File: config.mk
export PLATFORM = sky130hd
export DESIGN_NAME = crack_sequencer
export DESIGN_NICKNAME = d
export VERILOG_FILES = /design/src/rtl/crack_sequencer_pkg.sv /design/src/rtl/crack_sequencer_decode.sv /design/src/rtl/crack_sequencer.sv
export SDC_FILE = /design/constraint.sdc
export NUM_CORES = 1
export LEC_CHECK = 0
export CORE_MARGIN = 3
export CORE_UTILIZATION = 49
export CTS_CLUSTER_SIZE = 14
export DETAILED_ROUTE_END_ITERATION = 7
export GPL_TIMING_DRIVEN = 0
export PLACE_DENSITY_LB_ADDON = 0.2
export SLEW_MARGIN = 40
export SYNTH_ARGS = -nofsm -noshare
export SYNTH_HDL_FRONTEND = slang
export SYNTH_SLANG_ARGS = --single-unit
File: constraint.sdc
create_clock -name clk -period 3.6 [get_ports clk]
set_input_delay 0.36 -clock clk [delete_from_list [all_inputs] [get_ports clk]]
set_output_delay 0.36 -clock clk [all_outputs]
set_load 0.005 [all_outputs]
File: src/rtl/crack_sequencer_pkg.sv
// Shared architecture widths, PowerPC opcode/XO constants and field helpers for the crack sequencer.
// Instruction bits are numbered big-endian [0:31], matching the ISA manuals.
package crack_sequencer_pkg;

  localparam int PC_WIDTH      = 32;
  localparam int INSTR_WIDTH   = 32;
  localparam int UOP_IDX_WIDTH = 5;
  localparam int CNT_WIDTH     = 6;

  typedef logic [0:INSTR_WIDTH-1] instr_t;
  typedef logic [0:PC_WIDTH-1]    pc_t;
  typedef logic [CNT_WIDTH-1:0]   cnt_t;

  typedef enum logic {
    ST_EMPTY = 1'b0,
    ST_ISSUE = 1'b1
  } seq_state_t;

  localparam logic [5:0] OP_ADDI  = 6'd14;
  localparam logic [5:0] OP_X31   = 6'd31;
  localparam logic [5:0] OP_LWZ   = 6'd32;
  localparam logic [5:0] OP_LWZU  = 6'd33;
  localparam logic [5:0] OP_LBZU  = 6'd35;
  localparam logic [5:0] OP_STW   = 6'd36;
  localparam logic [5:0] OP_STWU  = 6'd37;
  localparam logic [5:0] OP_STBU  = 6'd39;
  localparam logic [5:0] OP_LHZU  = 6'd41;
  localparam logic [5:0] OP_LHAU  = 6'd43;
  localparam logic [5:0] OP_STHU  = 6'd45;
  localparam logic [5:0] OP_LMW   = 6'd46;
  localparam logic [5:0] OP_STMW  = 6'd47;
  localparam logic [5:0] OP_DS_LD = 6'd58;
  localparam logic [5:0] OP_DS_ST = 6'd62;

  localparam logic [9:0] XO_LDUX  = 10'd53;
  localparam logic [9:0] XO_LWZUX = 10'd55;
  localparam logic [9:0] XO_LBZUX = 10'd119;
  localparam logic [9:0] XO_STDUX = 10'd181;
  localparam logic [9:0] XO_STWUX = 10'd183;
  localparam logic [9:0] XO_STBUX = 10'd247;
  localparam logic [9:0] XO_LHZUX = 10'd311;
  localparam logic [9:0] XO_LWAUX = 10'd373;
  localparam logic [9:0] XO_LHAUX = 10'd375;
  localparam logic [9:0] XO_STHUX = 10'd439;
  // Every indexed update form sits exactly 32 above its plain indexed form.
  localparam logic [9:0] XO_UPD_TO_IDX = 10'd32;
  localparam logic [8:0] XO_ADD        = 9'd266;

  function automatic logic [5:0]  f_opcd(input instr_t i); return i[0:5];   endfunction
  function automatic logic [4:0]  f_rt  (input instr_t i); return i[6:10];  endfunction
  function automatic logic [4:0]  f_ra  (input instr_t i); return i[11:15]; endfunction
  function automatic logic [4:0]  f_rb  (input instr_t i); return i[16:20]; endfunction
  function automatic logic [15:0] f_d   (input instr_t i); return i[16:31]; endfunction
  function automatic logic [9:0]  f_xo  (input instr_t i); return i[21:30]; endfunction
  function automatic logic [1:0]  f_dsxo(input instr_t i); return i[30:31]; endfunction

  function automatic logic is_ds_form(input instr_t i);
    return (f_opcd(i) == OP_DS_LD) || (f_opcd(i) == OP_DS_ST);
  endfunction

  function automatic logic is_d_update(input instr_t i);
    case (f_opcd(i))
      OP_LWZU, OP_LBZU, OP_LHZU, OP_LHAU,
      OP_STWU, OP_STBU, OP_STHU: return 1'b1;
      OP_DS_LD, OP_DS_ST:        return f_dsxo(i) == 2'b01;
      default:                   return 1'b0;
    endcase
  endfunction

  function automatic logic is_x_update(input instr_t i);
    if (f_opcd(i) != OP_X31) return 1'b0;
    case (f_xo(i))
      XO_LDUX, XO_LWZUX, XO_LBZUX, XO_STDUX, XO_STWUX,
      XO_STBUX, XO_LHZUX, XO_LWAUX, XO_LHAUX, XO_STHUX: return 1'b1;
      default:                                          return 1'b0;
    endcase
  endfunction

  function automatic logic is_multi(input instr_t i);
    return (f_opcd(i) == OP_LMW) || (f_opcd(i) == OP_STMW);
  endfunction

  function automatic cnt_t crack_cnt(input instr_t i);
    if (is_d_update(i) || is_x_update(i)) return cnt_t'(2);
    if (is_multi(i))                      return 6'd32 - {1'b0, f_rt(i)};
    return cnt_t'(1);
  endfunction

endpackage

File: src/rtl/crack_sequencer_decode.sv
// Combinational cracker: micro-op count and encoding of micro-op idx for one instruction.
module crack_decode
  import crack_sequencer_pkg::*;
(
  input  logic [0:INSTR_WIDTH-1] instr,
  input  logic [CNT_WIDTH-1:0]   idx,
  output logic [CNT_WIDTH-1:0]   cnt,
  output logic [0:INSTR_WIDTH-1] uop
);

  logic        first;
  logic [15:0] upd_disp;

  assign first = (idx == 6'd0);
  assign cnt   = crack_cnt(instr);
  // DS-form displacements carry two implied zero bits where the sub-opcode lives.
  assign upd_disp = is_ds_form(instr) ? {f_d(instr)[15:2], 2'b00} : f_d(instr);

  always_comb begin
    uop = instr;
    if (is_d_update(instr)) begin
      if (!first)
        uop = {OP_ADDI, f_ra(instr), f_ra(instr), upd_disp};
      else if (is_ds_form(instr))
        uop = {instr[0:29], 2'b00};
      else
        uop = {f_opcd(instr) - 6'd1, instr[6:31]};
    end else if (is_x_update(instr)) begin
      if (first)
        uop = {instr[0:20], f_xo(instr) - XO_UPD_TO_IDX, 1'b0};
      else
        uop = {OP_X31, f_ra(instr), f_ra(instr), f_rb(instr), 1'b0, XO_ADD, 1'b0};
    end else if (is_multi(instr)) begin
      uop = {(f_opcd(instr) == OP_LMW) ? OP_LWZ : OP_STW,
             f_rt(instr) + idx[4:0],
             f_ra(instr),
             f_d(instr) + {8'd0, idx, 2'b00}};
    end
  end

endmodule

File: src/rtl/crack_sequencer.sv
// One-entry instruction buffer that issues cracked micro-ops one per cycle between fetch and decode.
// Micro-op 0 appears the cycle after acceptance; flush drops the held instruction.
module crack_sequencer
  import crack_sequencer_pkg::*;
(
  input  logic                     clk,
  input  logic                     rst_n,
  input  logic                     flush,
  input  logic                     if_valid,
  output logic                     if_ready,
  input  logic [0:PC_WIDTH-1]      if_pc,
  input  logic [0:INSTR_WIDTH-1]   if_instr,
  output logic                     uop_valid,
  input  logic                     uop_ready,
  output logic [0:PC_WIDTH-1]      uop_pc,
  output logic [0:INSTR_WIDTH-1]   uop_instr,
  output logic [UOP_IDX_WIDTH-1:0] uop_idx,
  output logic                     uop_last
);

  seq_state_t state, state_next;
  logic       held_v;
  pc_t        held_pc;
  instr_t     held_instr;
  cnt_t       idx, idx_next, cnt, dec_cnt;
  logic       is_last, uop_fire, if_fire, load;

  assign held_v   = (state == ST_ISSUE);
  assign is_last  = held_v && (idx == cnt - 6'd1);
  assign uop_fire = held_v && uop_ready;
  assign if_ready = !flush && (!held_v || (uop_fire && is_last));
  assign if_fire  = if_valid && if_ready;

  always_comb begin
    state_next = state;
    idx_next   = idx;
    load       = 1'b0;
    if (flush) begin
      state_next = ST_EMPTY;
      idx_next   = '0;
    end else begin
      case (state)
        ST_EMPTY: begin
          if (if_fire) begin
            load       = 1'b1;
            state_next = ST_ISSUE;
            idx_next   = '0;
          end
        end
        ST_ISSUE: begin
          if (uop_fire) begin
            if (!is_last) begin
              idx_next = idx + 6'd1;
            end else begin
              idx_next = '0;
              if (if_fire) load = 1'b1;
              else         state_next = ST_EMPTY;
            end
          end
        end
        default: state_next = ST_EMPTY;
      endcase
    end
  end

  always_ff @(posedge clk or negedge rst_n) begin
    if (!rst_n) begin
      state <= ST_EMPTY;
      idx   <= '0;
    end else begin
      state <= state_next;
      idx   <= idx_next;
    end
  end

  always_ff @(posedge clk or negedge rst_n) begin
    if (!rst_n) begin
      held_pc    <= '0;
      held_instr <= '0;
      cnt        <= '0;
    end else if (load) begin
      held_pc    <= if_pc;
      held_instr <= if_instr;
      cnt        <= crack_cnt(if_instr);
    end
  end

  crack_decode u_decode (
    .instr (held_instr),
    .idx   (idx),
    .cnt   (dec_cnt),
    .uop   (uop_instr)
  );

  // The count latched at load must always agree with the decoder's view of the held instruction.
  a_cnt_consistent: assert property (@(posedge clk) disable iff (!rst_n)
    held_v |-> (cnt == dec_cnt));

  assign uop_valid = held_v;
  assign uop_pc    = held_pc;
  assign uop_idx   = idx[UOP_IDX_WIDTH-1:0];
  assign uop_last  = is_last;

endmodule

==> flow_metrics.tcl, run 1 <==
set metrics [dict create \
    hold_path.class "in -> async" \
    avgSynthCellArea_sq_um 11.14 \
    rows 36 \
    core_sq_mm 0.009819 \
    die_area_sq_mm 0.01141 \
    post-route-drc-count 0 \
    fin_crit_sh_pct 95.24 \
    start_util_pct 50.71 \
    syn2layout_area_growth_pct 39.82 \
    synth_compound_area_share_pct 11.08 \
    antenna_found_initial 0 \
    yosysTopAreaCellShare_pct 38.69 \
    synth-edff-count 0 \
    powerDensity_mw_per_mm2 437.4 \
    grt_pass1_wl_mm 22.15 \
    finalNetCount 695 \
    h-tree-depth 3 \
    routedWlPerCell_um 18.48 \
    cts.sinks 77 \
    async_flop_share_pct 100.0 \
    whs_ns 0.4211 \
    syn_area_sq_mm 0.004980 \
    slowest_delay_ns 0.52 \
    yosysTopAreaCell "dfrtp_1" \
    crit_chain "ha_2 -> inv_1 -> fa_1 -> nor2b_1 -> o31a_1 -> o21ai_0 -> and2_4 -> o22ai_2 -> a2bb2oi_2 -> clkdlybuf4s50_1" \
    rrSetupSlack_ns 0.65 \
    outcome "complete, no violations" \
    cp.required_ns 3.24 \
    yosys.cell_types.count 64 \
    setup_viol_count_final 0 \
    worst_pin_slew_ns 0.5925 \
    io_pins 141 \
    cts-buffers-inserted 9 \
    die_w_um 106.8 \
    die_y_um 106.8 \
    portBuffers 140 \
    end_kind "primary output" \
    hold_viol 0 \
    ys_top_cells_by_area "dfrtp_1 (39%), mux2_4 (21%), ha_1 (4.8%)" \
    drv_slew 0 \
    ys_ff_latch 77 \
    finalCoreUtilization_pct 70.91 \
    peakVddDrop_v 0.0003461 \
    clk_path_buf_depth 2 \
    first_iter_violations 268 \
    insertion_delay_ns 0.38 \
    cts-root-buf "clkbuf_8" \
    fin_area_sq_mm 0.006963 \
    drive_above_1_share_pct 23.28 \
    synth_simple_gate_area_share_pct 12.66 \
    synth.cells.most_frequent "dfrtp_1 (77), mux2_4 (68), nor2_1 (29)" \
    cts_tree "yes" \
    grt_max_degree 53 \
    diodes 0 \
    slew_headroom_pct 60.23 \
    wirelength_mm 13.73 \
    setup_ws_ns 0.1714 \
    cp_max_fo 8 \
    syn-num-nets 537 \
    critPathTopFamily "adder cells" \
    leakagePower_nw 3.063 \
    place_hpwl_mm 10.11 \
    synthMuxAreaShare_pct 20.90 \
    maxCapViolCount 0 \
    fmax_ghz 0.2917 \
    dp_slack_ns 0.2557 \
    track_usage_pct 24.76 \
    placed_area_sq_mm 0.006583 \
    dr_total_vias 4045 \
    synth_most_common_cell "dfrtp_1" \
    synthAdderAreaFrac_pct 5.578 \
    critPathLaunchType "register" \
    synth_top_family_by_area "multiplexers" \
    path_buf_inv 2 \
    final_period_minus_worst_setup_slack_ns 3.429 \
    fin_worst_skew_ns 0.009444 \
    path_class "reg -> out" \
    overflow 0 \
    grt_pass1_vias 4310 \
    antenna_left 0 \
    synth_xor_xnor_area_share_pct 3.693 \
    total_power_mw 3.045 \
    crit_arrival_ns 3.07 \
    gp_congestion 0.9146 \
    ys.flop_type "dfrtp_1" \
    path_clk_slew_ns 0.09 \
    synth_cells 447 \
    slowest_stage "clkdlybuf4s50_1" \
    routed_via_density 5.444 \
    ys_seq_area_share_pct 38.69 \
    yosys_warnings 0 \
    drt_first_pass_iters 4 \
]
sequential cells by signal (all words and copies together), names as in the netlist:
name	count
held_instr	32
uop_pc	32
cnt	6
idx	6
uop_valid	1
area by class of cell:
cell class                 instances  area [sq um]
inverter                          25         93.84
tap                              133         166.4
timing repair buffer             150          1505
fill                             779          2856
buffer                            25         264.0
clock inverter                     7         97.59
clock buffer                       9         123.9
sequential                        77          1931
multi-input combinational        317          2781
layout by cell type, fill, tap and decap left out, types with 3 or more instances in the layout:
cell             count
dfrtp_1             74
clkbuf_8             9
xnor2_1              9
a21oi_1             11
nand2_1             26
a31oi_1              5
ha_1                18
o21ai_0             19
dfrtp_2              3
mux2_4              68
nand3_1             16
nor3_2               3
buf_12               8
clkdlybuf4s50_1    137
a211o_1              5
nor2_1              28
clkbuf_1             4
o22ai_1              5
a21o_1               3
a21boi_0             3
buf_4               18
o21a_1               5
xor2_1              12
nor2b_1              5
nor3_1              11
inv_1               25
final timing paths:
path                                start        endpoint  depth (start not counted)
worst max-delay path               idx[0]   uop_instr[23]                         10
worst min-delay path                rst_n  held_instr[17]                          2
worst max register to register     cnt[0]  held_instr[15]                         10
worst min register to register  uop_pc[2]       uop_pc[2]                          1
max in group asynchronous           rst_n   held_instr[5]                          3
min in group clk                uop_pc[2]       uop_pc[2]                          1
routing by layer:
layer	up-vias	track usage, %	routed length, um	part of all wire, %
li1	1904	-	-	-
met1	1977	31.11	5696	41
met2	134	41.10	6840	50
met3	30	7.285	906	6.6
met4	0	7.854	286	2.1
met5	-	0	0	0
kinds of logic (layout without fill, tap and decap cells):
family,count (synthesis),in the layout
adders and majority gates,21,21
and+or+nand+nor,123,123
xor gates and xnor gates,21,21
buffers and inverters,53,216
AOI/OAI and AO/OA,82,82
DFF,77,77
muxes,70,70
power by group:
part	switching [mW]	total [mW]	internal, mW
clock	0.357	0.749	0.392
sequential	0.151	1.17	1.02
combinational	0.404	1.13	0.722
total	0.912	3.05	2.13
metrics by stage:
stage / TNS, ns / cells
3_3_place_gp: -40.87 / 720
3_5_place_dp: 0 / 721
2_1_floorplan: 0 / 447
4_1_cts: -0.03695 / 737
5_1_grt: -0.02574 / 743
6_report: 0 / 743
timing repair:
action	4_1_cts	5_1_grt
setup buffers	0	8
pin swaps	0	3
gates resized for setup	9	21
endpoints found under the setup margin	11	12
endpoints found under the hold margin	25	0
hold buffers	1	0
No activity file was read; power rests on OpenSTA's default activity.
==> inputs of run 2 (changes only) <==
- CORE_UTILIZATION: 49 -> 55
- DONT_BUFFER_PORTS: unset -> 1
- HOLD_SLACK_MARGIN: unset -> 0.03
==> run 2 against run 1 <==
  * Die area fell by 10%
  * Clock power fell by 9.9%
  * Routed wire length fell by 15%
  * Utilization fell by 9.8 points
  * Combinational power fell by 38%
  * Maximum frequency rose by 4.9%
  * Largest power group unchanged
  * Via count fell by 15%
  * Worst hold slack got worse by 0.37 ns
  * Largest cell class unchanged
  * Final area fell by 23%
  * Critical path depth fell by 2
  * Flip-flop and latch count did not move
  * Cell count fell by 23%
  * Critical endpoint is now uop_instr[16]
==> flow_metrics.tcl, run 2 (synthesis results as in run 1) <==
set metrics [dict create \
    ff_latch_area_sq_mm 0.001927 \
    maxCapViolCount 0 \
    grt_pass1_wl_mm 17.72 \
    die_area_sq_mm 0.01023 \
    cts-root-buf "clkbuf_8" \
    io_pins 141 \
    antenna_left 0 \
    placed_area_sq_mm 0.005121 \
    path_class "reg -> out" \
    multi_input_area_sq_mm 0.002691 \
    insertion_delay_ns 0.36 \
    start_util_pct 56.82 \
    drive_above_1_share_pct 23.87 \
    wirelength_mm 11.73 \
    fin_cells 573 \
    wl_met2_mm 5.627 \
    place_hpwl_mm 8.613 \
    overflow 0 \
    grt_pass1_vias 3392 \
    reg2reg_from "cnt[0]" \
    met3_length_mm 1.013 \
    fmax_ghz 0.3060 \
    dr_total_vias 3443 \
    routed_via_density 6.009 \
    peakVddDrop_v 0.0001971 \
    diodes 0 \
    track_usage_pct 22.22 \
    end_kind "primary output" \
    path_clk_slew_ns 0.08 \
    cts.sinks 77 \
    worst_pin_slew_ns 0.7433 \
    crit_chain "ha_1 -> a21boi_0 -> o21ai_0 -> and3_1 -> clkbuf_1 -> nand3_1 -> nor3_1 -> xor2_1" \
    finalNetCount 550 \
    wl_met1_mm 4.905 \
    slowest_delay_ns 0.46 \
    fin_crit_sh_pct 90.79 \
    final_common_cell "dfrtp_1" \
    comb_power_share_pct 27.3 \
    die_y_um 101.2 \
    leakagePower_nw 2.447 \
    h-tree-depth 3 \
    gp_congestion 0.8777 \
    slowest_stage "dfrtp_1" \
    setup_viol_count_final 0 \
    final_period_minus_worst_setup_slack_ns 3.268 \
    hold_end "uop_valid" \
    rows 34 \
    drv_slew 0 \
    p_int_mw 1.725 \
    whs_ns 0.05520 \
    hold_viol 0 \
    cp.required_ns 3.24 \
    core_sq_mm 0.008763 \
    p_seq_share_pct 46.2 \
    hold_path.class "in -> reg" \
    pwr-share-clk_pct 26.5 \
    p_switching_mw 0.8231 \
    setup_tns_ns 0 \
    antenna_found_initial 0 \
    crit_arrival_ns 2.91 \
    rsz0062_at_grt "no" \
    cts-buffers-inserted 9 \
    cp_max_fo 9 \
    worstReg2RegEnd "held_instr[17]" \
    hp-start "flush" \
    first_iter_violations 117 \
    final_cell_mix "dfrtp_1 (77), mux2_4 (68), nor2_1 (29)" \
    swShare_pct 32.30 \
    rrSetupSlack_ns 0.72 \
    place_inst 555 \
    outcome "complete, no violations" \
    portBuffers 0 \
    slew_headroom_pct 50.04 \
    routedWlPerCell_um 20.47 \
    fin_worst_skew_ns 0.008903 \
    grt_max_degree 78 \
    clk_path_buf_depth 2 \
    critPathLaunchType "register" \
    drt_first_pass_iters 5 \
    fin_area_sq_mm 0.005358 \
    num-fill-cells 714 \
    die_w_um 101.2 \
    finalCoreUtilization_pct 61.14 \
    syn2layout_area_growth_pct 7.588 \
    powerDensity_mw_per_mm2 475.6 \
    post-route-drc-count 0 \
    dr.max_layer_used "met4" \
    whs_path_depth 1 \
    rr_worst_depth 10 \
    cts_tree "yes" \
]
[run 2: metal layers]
layer	up-vias	global-route usage [%]
met4	0	8.487
met2	132	34.86
met5	-	0
met3	14	5.579
met1	1685	29.70
li1	1612	-
[run 2: worst max-delay path: cells and delay by family (launching register included)]
family | cells | cell delay, ns
xor+xnor | 1 | 0.22
buf+inv | 1 | 0.39
simple gates | 3 | 0.75
fa+ha+maj | 1 | 0.25
compound gates | 2 | 0.49
flops | 1 | 0.46
[run 2: power groups by stage]
stage | clock [mW] | combinational, mW | sequential [mW]
after floorplan | 0 | 0.569 | 1.14
after global placement | 0 | 0.652 | 1.19
after detailed placement | 0 | 0.669 | 1.19
after CTS | 0.687 | 0.696 | 1.18
after global routing | 0.726 | 0.757 | 1.20
final | 0.675 | 0.695 | 1.18
[run 2: final cells by class]
| cell class | instances | share of cell area (%) |
|---|---|---|
| buffer | 28 | 5.114 |
| multi-input combinational | 317 | 50.23 |
| tap | 108 | 2.522 |
| inverter | 25 | 1.752 |
| timing repair buffer | 2 | 0.7006 |
| sequential | 77 | 35.96 |
| clock buffer | 10 | 2.382 |
| clock inverter | 6 | 1.331 |
[run 2: what timing repair did]
action                                 CTS  global route
hold buffers                             2             0
buffers inserted                         0             0
setup endpoints to repair                0             2
gates resized for setup                  0             1
endpoints found under the hold margin   77             0
[run 2: worst max path at each step]
stage	startpoint	end	slack, ns	depth (start not counted)
floorplan	cnt[0]	cnt[5]	0.95	10
global route	held_instr[26]	uop_instr[16]	0.04	8
CTS	held_instr[27]	uop_instr[6]	0.29	7
global placement	idx[1]	uop_instr[24]	0.51	6
detailed placement	held_instr[27]	uop_instr[6]	0.69	7
finish	held_instr[27]	uop_instr[16]	0.33	8
[run 2: through the flow]
step | power, mW | setup WS, ns
final | 2.548 | 0.3316
after global routing | 2.680 | 0.03845
after CTS | 2.561 | 0.2912
after detailed placement | 1.862 | 0.6929
after global placement | 1.842 | 0.5104
after floorplan | 1.709 | 0.9501
==> inputs of run 3 (changes only) <==
- CORE_UTILIZATION: 55 -> 45
==> run 3 against run 2 <==
  * Critical path depth is 1 lower
  * Combinational power is 1% lower
  * Final area is 0.51% higher
  * Highest routed layer unchanged
==> flow_metrics.tcl, run 3 (synthesis results as in run 1) <==
set metrics [dict create \
    gp_congestion 0.8762 \
    leakagePower_nw 2.446 \
    antenna_left 0 \
    maxCapViolCount 0 \
    h-tree-depth 3 \
    rsz0062_at_grt "no" \
    diodes 0 \
    cts.sinks 77 \
    peakVddDrop_v 0.0002216 \
    critPathLaunchType "register" \
    core_sq_mm 0.01056 \
    routedWlPerCell_um 20.07 \
    critPathTopFamily "simple AND/OR/NAND/NOR gates" \
    die_y_um 111.2 \
    drt_first_pass_iters 4 \
    cts-buffers-inserted 9 \
    fin_crit_sh_pct 90.21 \
    end_kind "primary output" \
    path_clk_slew_ns 0.09 \
    outcome "complete, no violations" \
    cts-root-buf "clkbuf_8" \
    grt_pass1_wl_mm 19.57 \
    final_period_minus_worst_setup_slack_ns 3.248 \
    slew_headroom_pct 52.62 \
    die_w_um 111.2 \
    cts_tree "yes" \
    powerDensity_mw_per_mm2 468.9 \
    total_power_mw 2.525 \
    track_usage_pct 19.67 \
    cp_max_fo 7 \
    place_hpwl_mm 9.096 \
    hold_path.class "in -> reg" \
    syn2layout_area_growth_pct 8.141 \
    setup_viol_count_final 0 \
    rows 37 \
    first_iter_violations 143 \
    io_pins 141 \
    num-fill-cells 956 \
    path_class "reg -> out" \
    routed_via_density 5.724 \
    final_common_cell "dfrtp_1" \
    finalNetCount 550 \
    drive_above_1_share_pct 23.87 \
    start_util_pct 47.18 \
    grt_max_degree 78 \
    post-route-drc-count 0 \
    slowest_stage "nor4_1" \
    path_buf_inv 0 \
    grt_pass1_vias 3482 \
    antenna_found_initial 0 \
    wirelength_mm 12.07 \
    dr_total_vias 3440 \
    insertion_delay_ns 0.35 \
    final_cell_mix "dfrtp_1 (77), mux2_4 (68), nor2_1 (29)" \
    cp.required_ns 3.24 \
    overflow 0 \
    hold_viol 0 \
    clk_path_buf_depth 2 \
    setup_tns_ns 0 \
    portBuffers 0 \
    fmax_ghz 0.3079 \
    worst_pin_slew_ns 0.7049 \
    slowest_delay_ns 0.49 \
    crit_arrival_ns 2.89 \
    drv_slew 0 \
    fin_worst_skew_ns 0.009020 \
    crit_chain "ha_1 -> a21boi_0 -> o21ai_0 -> nand3_1 -> nor4_1 -> nor3_1 -> a211oi_1" \
    die_area_sq_mm 0.01236 \
]
run 3: cell count changes in the layout (fill, tap and decap cells not counted):
cell      change
clkinv_4      -1
clkinv_2      +2
inv_6         -1
run 3: per-stage QoR:
| stage | util [%] | setup WS, ns | area, sq um | hold WS (ns) | std cells |
|---|---|---|---|---|---|
| finish | 51.02 | 0.3525 | 5385 | 0.06446 | 601 |
| CTS | 51.02 | 0.2875 | 5385 | 0.04717 | 601 |
| global route | 51.02 | 0.09032 | 5385 | 0.04163 | 601 |
| global placement | 48.79 | 0.5659 | 5150 | 0.06611 | 583 |
| floorplan | - | 0.9501 | 4980 | 0.06441 | 447 |
| detailed placement | 48.85 | 0.6900 | 5156 | 0.06625 | 583 |
run 3: cell type report:
cell class	instances	area, sq um	share of cell area [%]
multi-input combinational	317	2691	49.98
sequential	77	1927	35.78
timing repair buffer	2	37.54	0.6970
inverter	25	93.84	1.743
clock buffer	10	127.6	2.370
buffer	28	274.0	5.088
clock inverter	6	63.81	1.185
tap	136	170.2	3.160
run 3: metal layers:
metal | vias up | wire length (um) | global-route usage (%) | share of wire [%]
met5 | - | 0 | 0 | 0
met2 | 95 | 5854 | 31.36 | 49
met1 | 1712 | 5298 | 25.99 | 44
met4 | 0 | 161 | 5.839 | 1.3
met3 | 14 | 751 | 5.731 | 6.2
li1 | 1619 | - | - | -
run 3: power by group:
part           leakage [nW]  internal [mW]  switching, mW
registers             0.927           1.02          0.164
logic                  1.43          0.381          0.307
clock network        0.0923          0.320          0.335
run 3: what timing repair did:
action | CTS | global route
hold buffers | 2 | 0
endpoints found under the setup margin | 0 | 2
hold endpoints to repair | 77 | 0
resized for setup | 0 | 1
setup buffers | 0 | 0
run 3: path summary, 6_finish.rpt:
path,from,endpoint,slack [ns],cells past startpoint
min in group asynchronous,rst_n,idx[2],0.55,2
min,flush,uop_valid,0.06,1
max,held_instr[27],uop_instr[6],0.35,7
min reg2reg,held_instr[14],held_instr[14],0.53,1
max reg2reg,cnt[0],held_instr[16],0.72,10
max in group asynchronous,rst_n,cnt[2],2.70,2
==> RTL change 1 (config.mk and constraints of run 3) <==
`UOP_IDX_WIDTH`: 5 -> 4.
--- a/src/rtl/crack_sequencer_pkg.sv
+++ b/src/rtl/crack_sequencer_pkg.sv
@@ -4,7 +4,7 @@
 
   localparam int PC_WIDTH      = 32;
   localparam int INSTR_WIDTH   = 32;
-  localparam int UOP_IDX_WIDTH = 5;
+  localparam int UOP_IDX_WIDTH = 4;
   localparam int CNT_WIDTH     = 6;
 
   typedef logic [0:INSTR_WIDTH-1] instr_t;
Ports: changed (resized uop_idx); port bits go from 141 to 140. The function was not compared with the original's and may differ.
==> RTL change 1 against run 3 <==
- sequential cell count stayed put
- power is 2.1% lower
- cell area is 0.65% lower
- count of clock-buffer cells in the layout is 1 lower
- cell count is 0.33% lower
- register-to-register slack worse by 0.02 ns
- worst setup slack better by 0.012 ns
- clock power is 8.4% lower
- worst hold slack worse by 0.0033 ns
- utilization is 0.33 points lower
- area after synthesis is 0.15% lower
- fmax is 0.37% higher
- routed wire length is 1.3% higher
- critical path type unchanged
- largest cell class unchanged
==> RTL change 1: results (changes against run 3) <==
\begin{tabular}{lr}
\hline
Metric & Value \\
\hline
\multicolumn{2}{l}{\textbf{Run status}} \\
Status & complete, no violations \\
\multicolumn{2}{l}{\textbf{Global route}} \\
Wire length of the first global-routing pass & 19.66 mm (+0.46\%) \\
Met1 Resource Use GR & 0.2654 (+0.005585) \\
Global router's overall resource usage & 0.1969 (about the same) \\
Vias in the first global route & 3566 (+2.4\%) \\
Routing usage on met2 & 0.3131 (-0.0005241) \\
Fraction of met3 tracks used by global routing & 0.04749 (-0.009825) \\
\multicolumn{2}{l}{\textbf{Drt}} \\
DRC violation total after the first TritonRoute iteration & 204 (+43\%) \\
Met2 wire length & 5.881 mm (+0.46\%) \\
Metal3 WL & 791 um (+5.3\%) \\
Length of routed wiring on met1 & 5.296 mm (about the same) \\
Via count & 3435 (-0.15\%) \\
Average wire length per cell after detail routing & 20.41 um (+1.7\%) \\
\multicolumn{2}{l}{\textbf{Layout}} \\
Fin nets & 549 (-0.18\%) \\
Non-clock buffers & 29 (-3.3\%) \\
Area growth, synth to finish & 7.599\% \\
Non-clk buf share & 0.05683 (-0.001024) \\
Fraction of final layout cells sized beyond drive strength 1 & 0.2376 (-0.001129) \\
Total of clock buffers placed in the layout & 9 (-1) \\
Inverters & 25 (unchanged) \\
\multicolumn{2}{l}{\textbf{Die}} \\
Floorplan die width & 111.1 um (about the same) \\
\multicolumn{2}{l}{\textbf{Critical path}} \\
Crit path to & uop\_instr[16] \\
Worst Path Arrival & 2.88 ns (about the same) \\
Largest driver fanout on the critical path & 9 (+2) \\
Delay of the slowest critical-path stage & 0.47 ns (-0.02 ns) \\
Worst reg2reg endpoint & held\_instr[19] \\
Worst R2R Setup Slack & 0.70 ns (-0.02 ns) \\
\multicolumn{2}{l}{\textbf{Placed design}} \\
Pre-CTS WS & 0.6607 ns (-0.02930 ns) \\
Dpl cell area & 5149 sq um (-0.15\%) \\
Global placer's final weighted congestion & 0.9028 (+3.0\%) \\
\multicolumn{2}{l}{\textbf{Synthesis}} \\
Net Count, Synth & 536 (-0.19\%) \\
Largest cells by area after synthesis & dfrtp\_1 39\%, mux2\_4 21\%, ha\_1 4.8\% \\
\multicolumn{2}{l}{\textbf{Timing}} \\
Share of the clock period used by the worst path after layout & 0.8988 (-0.003308) \\
WHS & 0.06120 ns (-0.003262 ns) \\
Worst-Margin Slew & 0.7470 ns (+0.04208 ns) \\
\multicolumn{2}{l}{\textbf{Worst hold path}} \\
Tightest Hold Check Type & primary input to flop \\
Hold path startpoint & flush \\
\multicolumn{2}{l}{\textbf{Clocking}} \\
Clock slew seen by the registers of the worst setup and hold paths & 0.09 ns (about the same) \\
Cell at the root of the clock tree & clkbuf\_8 \\
\multicolumn{2}{l}{\textbf{Pwr}} \\
Worst IR drop on VDD & 190.2 uV (-14\%) \\
Leakage Power & 2.434 nW (-0.51\%) \\
\hline
\end{tabular}
==> RTL change 1: cell types whose count changed after synthesis, sizes merged <==
cell  delta
buf      -1
==> RTL change 1: worst max-delay path, delay by kind of cell (launching register included) <==
| kind | cells | cell delay (ns) |
|---|---|---|
| fa+ha+maj | 1 | 0.25 |
| flops | 1 | 0.47 |
| compound gates | 2 | 0.41 |
| buf+inv | 1 | 0.41 |
| simple gates | 3 | 0.75 |
| xor+xnor | 1 | 0.22 |
==> RTL change 1: where the power goes <==
part	total [mW]	internal, mW	switching (mW)
combinational	0.692	0.381	0.311
clock	0.599	0.247	0.352
sequential	1.18	1.02	0.162
==> RTL change 1: kinds of logic after synthesis <==
group | count (synthesis) | share of synthesized area
simple gates | 123 | 0.1268
compound gates | 82 | 0.1110
flops | 77 | 0.3875
mux | 70 | 0.2094
buf+inv | 52 | 0.07247
xor+xnor | 21 | 0.03699
fa+ha+maj | 21 | 0.05586
==> RTL change 2 (flow settings as in run 3) <==
Without the edit above. Reset style: synchronous (`rst_n`), changed in 2 clocked blocks.
--- a/src/rtl/crack_sequencer.sv
+++ b/src/rtl/crack_sequencer.sv
@@ -63,7 +63,7 @@
     end
   end
 
-  always_ff @(posedge clk or negedge rst_n) begin
+  always_ff @(posedge clk) begin
     if (!rst_n) begin
       state <= ST_EMPTY;
       idx   <= '0;
@@ -73,7 +73,7 @@
     end
   end
 
-  always_ff @(posedge clk or negedge rst_n) begin
+  always_ff @(posedge clk) begin
     if (!rst_n) begin
       held_pc    <= '0;
       held_instr <= '0;
Check against the original RTL: differs if rst_n is asserted again (counterexample within 4 cycles, from zero or initial values and one cycle with rst_n low); with rst_n held inactive, the same outputs for 4 cycles.
==> RTL change 2 against run 3 <==
- routed wire length grew 17%
- cell area shrank 4.1%
- cell count grew 24%
- highest routed layer unchanged
- critical endpoint is now uop_instr[7]
- sequential cell count is the same
- first-iteration DRC count grew 92%
- area after synthesis shrank 4.3%
- worst setup slack lost 0.079 ns
Power is not compared: it rests on default switching activity, and its combinational part moved more than twofold at a synthesized area within 25%.
==> RTL change 2: results (changes against run 3) <==
\begin{tabular}{lr}
\hline
Metric & Value \\
\hline
\multicolumn{2}{l}{\textbf{Placed design}} \\
Pre-CTS WS & 0.6974 ns (+0.007412 ns) \\
Placed cell count & 729 (+25\%) \\
Global placer's final weighted congestion & 0.9690 (+11\%) \\
\multicolumn{2}{l}{\textbf{Synthesis}} \\
Share of synthesized area occupied by flip-flops and latches & 0.3234 (-0.06358) \\
Dominant register cell in the synthesized netlist & dfxtp\_1 \\
Proportion of register bits with asynchronous set or reset after synthesis & 0 (-1.000) \\
Cells after Synth & 596 (+33\%) \\
Leading post-synthesis cells by instance count & 82 x o21ai\_0, 78 x nand3\_1, 77 x dfxtp\_1 \\
\multicolumn{2}{l}{\textbf{Critical path}} \\
RR Startpoint & cnt[0] \\
Worst Path Arrival & 2.97 ns (+0.08 ns) \\
Worst R2R Setup Slack & 0.98 ns (+0.26 ns) \\
Launching element of the worst setup path & held\_instr[26] \\
Worst reg2reg endpoint & held\_instr[16] \\
\multicolumn{2}{l}{\textbf{Drt}} \\
DR vias/cell & 6.040 (+5.5\%) \\
Drt pass-1 iters & 5 (+1) \\
Final Routed Wirelength & 14.12 mm (+17\%) \\
\multicolumn{2}{l}{\textbf{Layout}} \\
Fraction of final layout cells sized beyond drive strength 1 & 0.07516 (-0.1635) \\
Number of non-filler instances in the completed layout & 745 (+24\%) \\
\multicolumn{2}{l}{\textbf{Global route}} \\
Wire length of the first global-routing pass & 22.61 mm (+16\%) \\
Vias in the first global route & 4373 (+26\%) \\
Global router's overall resource usage & 0.2405 (+0.04377) \\
\multicolumn{2}{l}{\textbf{Run status}} \\
Status & complete, no violations \\
\multicolumn{2}{l}{\textbf{Timing}} \\
Share of the clock period used by the worst path after layout & 0.9239 (+0.02183) \\
Maximum clock skew at final layout & 0.007965 ns (-0.001055 ns) \\
Worst-Margin Slew & 0.7527 ns (+0.04784 ns) \\
\multicolumn{2}{l}{\textbf{Worst hold path}} \\
Cell depth of the worst hold path & 2 (+1) \\
\hline
\end{tabular}
[RTL change 2: cell types whose count changed after synthesis, sizes merged, moves of 5 or more]
cell           run 3  this run
nand2             27        32
o21ai             22        84
nor2              29        21
a21boi             3        71
nand3             17        79
mux2              68         0
nand4              1         6
dfxtp              0        77
nor3              14         3
clkbuf             8        33
dfrtp             77         0
[RTL change 2: cell type report]
| class | count | area (sq um) |
|---|---|---|
| fillers | 1010 | 4880 |
| well taps | 133 | 166.4 |
| flip-flops and latches | 77 | 1541 |
| plain buffers | 54 | 270.3 |
| clock inverters | 6 | 93.84 |
| inverters | 22 | 82.58 |
| clock buffers | 10 | 137.6 |
| multi-input cells | 443 | 2873 |
[RTL change 2: how the worst min path moves through the flow]
stage	start	end	slack, ns
2_1_floorplan	held_instr[25]	held_instr[25]	0.46
3_3_place_gp	held_instr[25]	held_instr[25]	0.47
3_5_place_dp	held_instr[25]	held_instr[25]	0.48
4_1_cts	if_valid	uop_valid	0.14
5_1_grt	if_instr[1]	held_instr[30]	0.14
6_report	if_valid	uop_valid	0.15
[RTL change 2: logic make-up after synthesis]
| family | count (synthesis) | synth area share |
|---|---|---|
| AOI/OAI and AO/OA | 220 | 0.3084 |
| xor gates and xnor gates | 22 | 0.04042 |
| adders and majority gates | 21 | 0.05827 |
| buffers and inverters | 76 | 0.07402 |
| DFF | 77 | 0.3234 |
| muxes | 2 | 0.004200 |
| and+or+nand+nor | 178 | 0.1913 |
[RTL change 2: through the flow]
stage,cell area [sq um],hold slack (ns)
2_1_floorplan,4767,0.4573
3_3_place_gp,4933,0.4692
3_5_place_dp,4933,0.4794
4_1_cts,5165,0.1412
5_1_grt,5165,0.1431
6_report,5165,0.1526
[RTL change 2: metal layers]
layer  wire (um)  track usage  share of wire  vias up
met1        5861       0.3022           0.42     2102
li1            -            -              -     2182
met3        1573      0.08052           0.11       18
met4         274      0.06943          0.019        0
met5           0            0              0        -
met2        6406       0.3921           0.45      198
[RTL change 2: critical path: stages (launching register included)]
cell,delay [ns]
dfxtp_1,0.39
ha_1,0.28
a21boi_0,0.15
o21ai_1,0.44
nand2_1,0.20
o21ai_1,0.65
nand2_1,0.20
o221a_2,0.31
[RTL change 2: power groups by stage]
stage | clock network, mW | logic (mW) | registers (mW)
floorplan | 0 | 0.171 | 0.928
finish | 0.754 | 0.219 | 0.922
global route | 0.805 | 0.248 | 0.927
CTS | 0.767 | 0.219 | 0.922
detailed placement | 0 | 0.218 | 0.942
global placement | 0 | 0.211 | 0.941
